<file path="src/rtl/psu_tach_monitor.sv">
// PSU1 fan tachometer monitor: counts synchronised tach edges per Strobe16ms window
// and debounces the low/high classifications into the PSU1 fault flags.
module psu_tach_monitor #(
    parameter int WINDOW_STROBES = 64,
    parameter int LOW_LIMIT      = 8,
    parameter int HIGH_LIMIT     = 200,
    parameter int FAIL_COUNT     = 3
) (
    input  logic       SlowClock,
    input  logic       Reset,
    input  logic       Strobe16ms,
    input  logic       Enable,
    input  logic       PSU1_Tach,
    output logic       PSU1_Tach_Low,
    output logic       PSU1_Tach_High,
    output logic [7:0] TachCount,
    output logic       WindowDone
);
    localparam logic [7:0] LAST_STROBE = 8'(WINDOW_STROBES - 1);
    localparam logic [7:0] LOW_LIM     = 8'(LOW_LIMIT);
    localparam logic [7:0] HIGH_LIM    = 8'(HIGH_LIMIT);
    localparam logic [2:0] FAIL_RUN    = 3'(FAIL_COUNT);

    typedef enum logic [1:0] {ST_OK, ST_SUSPECT, ST_FAIL, ST_RECOVER} filt_state_t;

    logic       r_sync_p0;
    logic       r_sync_p1;
    logic       r_sync_p2;
    logic       w_rise;
    logic [7:0] r_edge_cnt;
    logic [7:0] r_win_cnt;
    logic [7:0] r_tach_count;
    logic [7:0] w_edge_next;
    logic       r_done;
    logic       w_close;
    logic [1:0] w_match;

    function automatic logic [7:0] sat_inc(input logic [7:0] v, input logic inc);
        return (inc && (v != 8'hFF)) ? v + 8'd1 : v;
    endfunction

    // Stage p0/p1: two-flop synchroniser; p2: edge-detect history
    always_ff @(posedge SlowClock) begin
        if (Reset) begin
            r_sync_p0 <= 1'b0;
            r_sync_p1 <= 1'b0;
            r_sync_p2 <= 1'b0;
        end else begin
            r_sync_p0 <= PSU1_Tach;
            r_sync_p1 <= r_sync_p0;
            r_sync_p2 <= r_sync_p1;
        end
    end

    assign w_rise      = r_sync_p1 & ~r_sync_p2;
    assign w_edge_next = sat_inc(r_edge_cnt, w_rise);
    assign w_close     = Strobe16ms && (r_win_cnt == LAST_STROBE);

    // Window stage: an edge seen on the closing cycle still lands in the closing window
    always_ff @(posedge SlowClock) begin
        if (Reset || !Enable) begin
            r_edge_cnt   <= 8'd0;
            r_win_cnt    <= 8'd0;
            r_tach_count <= 8'd0;
            r_done       <= 1'b0;
        end else begin
            r_done <= w_close;
            if (w_close) begin
                r_tach_count <= w_edge_next;
                r_edge_cnt   <= 8'd0;
                r_win_cnt    <= 8'd0;
            end else begin
                r_edge_cnt <= w_edge_next;
                if (Strobe16ms) begin
                    r_win_cnt <= r_win_cnt + 8'd1;
                end
            end
        end
    end

    // Classification: bit 0 feeds the low filter, bit 1 the high filter
    assign w_match = {(r_tach_count > HIGH_LIM), (r_tach_count < LOW_LIM)};

    for (genvar g = 0; g < 2; g++) begin : g_filt
        filt_state_t r_state;
        logic [2:0]  r_run;
        logic        r_flag;
        logic [2:0]  w_run_inc;

        assign w_run_inc = r_run + 3'd1;

        // Filter stage: advances only on the cycle after a window closes
        always_ff @(posedge SlowClock) begin
            if (Reset || !Enable) begin
                r_state <= ST_OK;
                r_run   <= 3'd0;
                r_flag  <= 1'b0;
            end else if (r_done) begin
                case (r_state)
                    ST_OK: begin
                        if (w_match[g]) begin
                            if (FAIL_RUN == 3'd1) begin
                                r_state <= ST_FAIL;
                                r_run   <= 3'd0;
                                r_flag  <= 1'b1;
                            end else begin
                                r_state <= ST_SUSPECT;
                                r_run   <= 3'd1;
                            end
                        end
                    end
                    ST_SUSPECT: begin
                        if (!w_match[g]) begin
                            r_state <= ST_OK;
                            r_run   <= 3'd0;
                        end else if (w_run_inc == FAIL_RUN) begin
                            r_state <= ST_FAIL;
                            r_run   <= 3'd0;
                            r_flag  <= 1'b1;
                        end else begin
                            r_run <= w_run_inc;
                        end
                    end
                    ST_FAIL: begin
                        if (!w_match[g]) begin
                            if (FAIL_RUN == 3'd1) begin
                                r_state <= ST_OK;
                                r_run   <= 3'd0;
                                r_flag  <= 1'b0;
                            end else begin
                                r_state <= ST_RECOVER;
                                r_run   <= 3'd1;
                            end
                        end
                    end
                    ST_RECOVER: begin
                        if (w_match[g]) begin
                            r_state <= ST_FAIL;
                            r_run   <= 3'd0;
                        end else if (w_run_inc == FAIL_RUN) begin
                            r_state <= ST_OK;
                            r_run   <= 3'd0;
                            r_flag  <= 1'b0;
                        end else begin
                            r_run <= w_run_inc;
                        end
                    end
                    default: begin
                        r_state <= ST_OK;
                        r_run   <= 3'd0;
                        r_flag  <= 1'b0;
                    end
                endcase
            end
        end
    end

    assign PSU1_Tach_Low  = g_filt[0].r_flag;
    assign PSU1_Tach_High = g_filt[1].r_flag;
    assign TachCount      = r_tach_count;
    assign WindowDone     = r_done;
endmodule

</file>
<file path="config.mk">
export PLATFORM = sky130hd
export DESIGN_NAME = psu_tach_monitor
export DESIGN_NICKNAME = d
export VERILOG_FILES = /design/src/rtl/psu_tach_monitor.sv
export SDC_FILE = /design/constraint.sdc
export NUM_CORES = 1
export LEC_CHECK = 0
export ABC_AREA = 1
export BUFFER_PORTS_ARGS = -buffer_cell sky130_fd_sc_hd__clkbuf_2
export CAP_MARGIN = 0
export CORE_MARGIN = 10
export CORE_UTILIZATION = 40
export CTS_BUF_LIST = sky130_fd_sc_hd__clkbuf_4
export DETAILED_ROUTE_END_ITERATION = 10
export GPL_TIMING_DRIVEN = 0
export SETUP_SLACK_MARGIN = 0.4
export SLEW_MARGIN = 15
export SYNTH_ARGS = -nofsm -noshare
export SYNTH_HDL_FRONTEND = slang
export SYNTH_SLANG_ARGS = --single-unit
</file>
<file path="constraint.sdc">
create_clock -name SlowClock -period 4.01 [get_ports SlowClock]
set_clock_uncertainty 0.15 [all_clocks]
set_input_delay 0.2005 -clock SlowClock [delete_from_list [all_inputs] [get_ports SlowClock]]
set_output_delay 0.2005 -clock SlowClock [all_outputs]
set_load 0.1 [all_outputs]
</file>
==> metrics <==
vias per inst 4.409; n_diodes 0; WP data required 4.09 ns; Worst path top cell family by delay simple AND/OR/NAND/NOR gates; syn_nets 281; die height 90.53 um; actual slew at the worst max-slew pin 0.5554 ns; clk root buf clkbuf_4; Mapped Area 1989 sq um; Hold Crit Class input port to flop; post-synth top area share 40.25%; Area Growth Syn to Fin 14.03%; most frequent cells in the layout nand2_1 (59), dfxtp_1 (40), inv_1 (40), nor2_1 (39), clkbuf_2 (15); Synth area leaders dfxtp_1 (40%), nand2_1 (11%), inv_1 (7.5%); vias in the first global route 1525; HPWL after DPL 2797 um; CTS tree built; CP bufs+invs 2; clk_lat worst skew 0.34 ns; CTS Buffer Depth 2; Pre-antenna DRT Iters 4; Clock Pin Slew Worst Setup and Hold Paths 0.11 ns; startpoint types flop; final slew viol count 0; Cells after Synth 270; crit end category flop; number of port buffers 15; most common cell after layout, fill and taps aside nand2_1; number of CTS-inserted buffers 5; Core Area 4786 sq um; peak supply drop 0.0001983 V; crit-path cells ha_1 > nand4_1 > nand3_2 > inv_2 > buf_6 > nand3_2 > nand2_1 > nand2_1 > o21ai_0; setup TNS 0 ns; htree depth 2; period utilisation layout 42.47%; hold buffer count at CTS 4; fin crit period 1.703 ns; largest net degree at the start of global routing 13; Post-Route WL 3682 um; # IOs 16; Fin. Hold Viols 0; power per cell area 306.9 nW/um^2; Rows 25; DR vias 1605; register area share after synthesis 40.25%; Finish-stage setup viols 0; wire length of the first global-routing pass 6589 um; setup bufs post-CTS 0; initial antenna violation count 0; CP max FO 10; post-CTS sizing 0; Initial Util 41.57%; unrepaired setup endpoints after global routing no; antenna viol nets, final 0; max incr delay on CP 0.41 ns; YS warnings 0; Max-slew headroom 63.13%; Critical Path AT 1.78 ns; Die X 90.53 um; Fmax 587.2 MHz; full die area 8195 sq um; CP Class flop to flop; outcome completed; final net count 307; area leader, netlist dfxtp_1; Mean Syn Cell Area 7.368 sq um; WL/cell 10.12 um; Yosys cell types 33; placed cell area 2148 sq um; RePlAce Congestion 0.8328; Synth Register Bits 40; All-Layer GR Usage 9.566%; max_cap viols 0; post-route cell area 2268 sq um; Static Leak 0.9342 nW; CP max-delay cell dfxtp_1; share of layout cells above drive strength 1 17.17%; DRC 0; GRT overflow 0; Sink Count 40; Iter 0 DRT Violations 56
-- registers in the layout (all words and copies together), names as in the netlist, named ones only --
| signal | flops |
|---|---|
| TachCount | 8 |
| r_edge_cnt | 8 |
| r_win_cnt | 8 |
| g_filt.r_run | 6 |
| g_filt.r_state | 2 |
| PSU1_Tach_High | 1 |
| PSU1_Tach_Low | 1 |
| WindowDone | 1 |
| r_sync_p0 | 1 |
| r_sync_p1 | 1 |
| r_sync_p2 | 1 |
-- path summary, 6_finish.rpt --
kind,depth (start not counted),to,slack [ns],startpoint
worst max-delay path,9,TachCount[3],2.31,r_edge_cnt[0]
worst max register to register,9,TachCount[3],2.31,r_edge_cnt[0]
worst min-delay path,5,r_win_cnt[0],0.13,Enable
worst min register to register,2,r_sync_p1,0.26,r_sync_p0
-- final cells by class --
| class | count | area, sq um |
|---|---|---|
| sequential | 40 | 800.8 |
| clock buffer | 6 | 45.04 |
| fill | 505 | 2517 |
| clock inverter | 2 | 35.03 |
| timing repair buffer | 19 | 115.1 |
| buffer | 4 | 38.79 |
| multi-input combinational | 182 | 980.9 |
| tap | 67 | 83.83 |
| inverter | 44 | 168.9 |
-- through the flow --
step / instances / hold slack [ns] / power, mW / util (%) / worst slack (ns)
floorplan: 270 / 0.1217 / 0.4262 / - / 1.830
global placement: 352 / 0.2425 / 0.4329 / 44.89 / 2.307
detailed placement: 352 / 0.2470 / 0.4331 / 44.89 / 2.321
CTS: 364 / 0.1135 / 0.7105 / 47.40 / 2.290
global route: 364 / 0.1290 / 0.7264 / 47.40 / 2.183
finish: 364 / 0.1349 / 0.6961 / 47.40 / 2.307
-- logic make-up after synthesis --
kind of cell             Yosys count  synth area share, %
adder cells (fa/ha/maj)            6                3.773
XOR/XNOR                          11                4.843
flip-flops                        40                40.25
buffers and inverters             48                10.44
multiplexers                       1               0.5032
AO/OA/AOI/OAI                     32                9.811
AND/OR/NAND/NOR                  132                30.38
-- cell usage after synthesis --
cell,count
nor2_1,39
buf_6,3
clkinv_2,1
nor2_2,3
mux2i_1,1
o21ai_2,6
nor3b_1,1
nand2_2,3
xnor2_1,1
or2_2,1
nand3_1,10
inv_2,2
inv_1,40
a21oi_1,10
xor2_1,10
o21a_1,1
nand2_1,59
buf_2,1
o22ai_1,2
nand2_8,1
nand4_2,1
dfxtp_1,40
nor2_4,2
nand4_1,2
nand3_2,2
o21ai_0,11
inv_4,1
ha_1,6
nand3b_1,1
a21oi_2,1
o2111ai_1,1
nor3_1,3
and2_1,4
-- power breakdown --
| part | internal, mW | leakage (nW) | switching (mW) |
|---|---|---|---|
| combinational | 0.0111 | 0.566 | 0.0147 |
| sequential | 0.400 | 0.323 | 0.00143 |
| clock | 0.138 | 0.0456 | 0.132 |
-- tightest hold or removal path, delay by kind of cell --
| kind | cells | cell delay (ns) |
|---|---|---|
| simple gates | 3 | 0.27 |
| buf+inv | 2 | 0.12 |
-- layer usage --
layer / wire (um) / GRT usage (%) / part of all wire (%)
met5: 0 / 0 / 0
met4: 68 / 3.979 / 1.8
met3: 146 / 3.741 / 4.0
met2: 1597 / 14.78 / 43
met1: 1869 / 11.51 / 51
No activity file was read; power rests on OpenSTA's default activity.
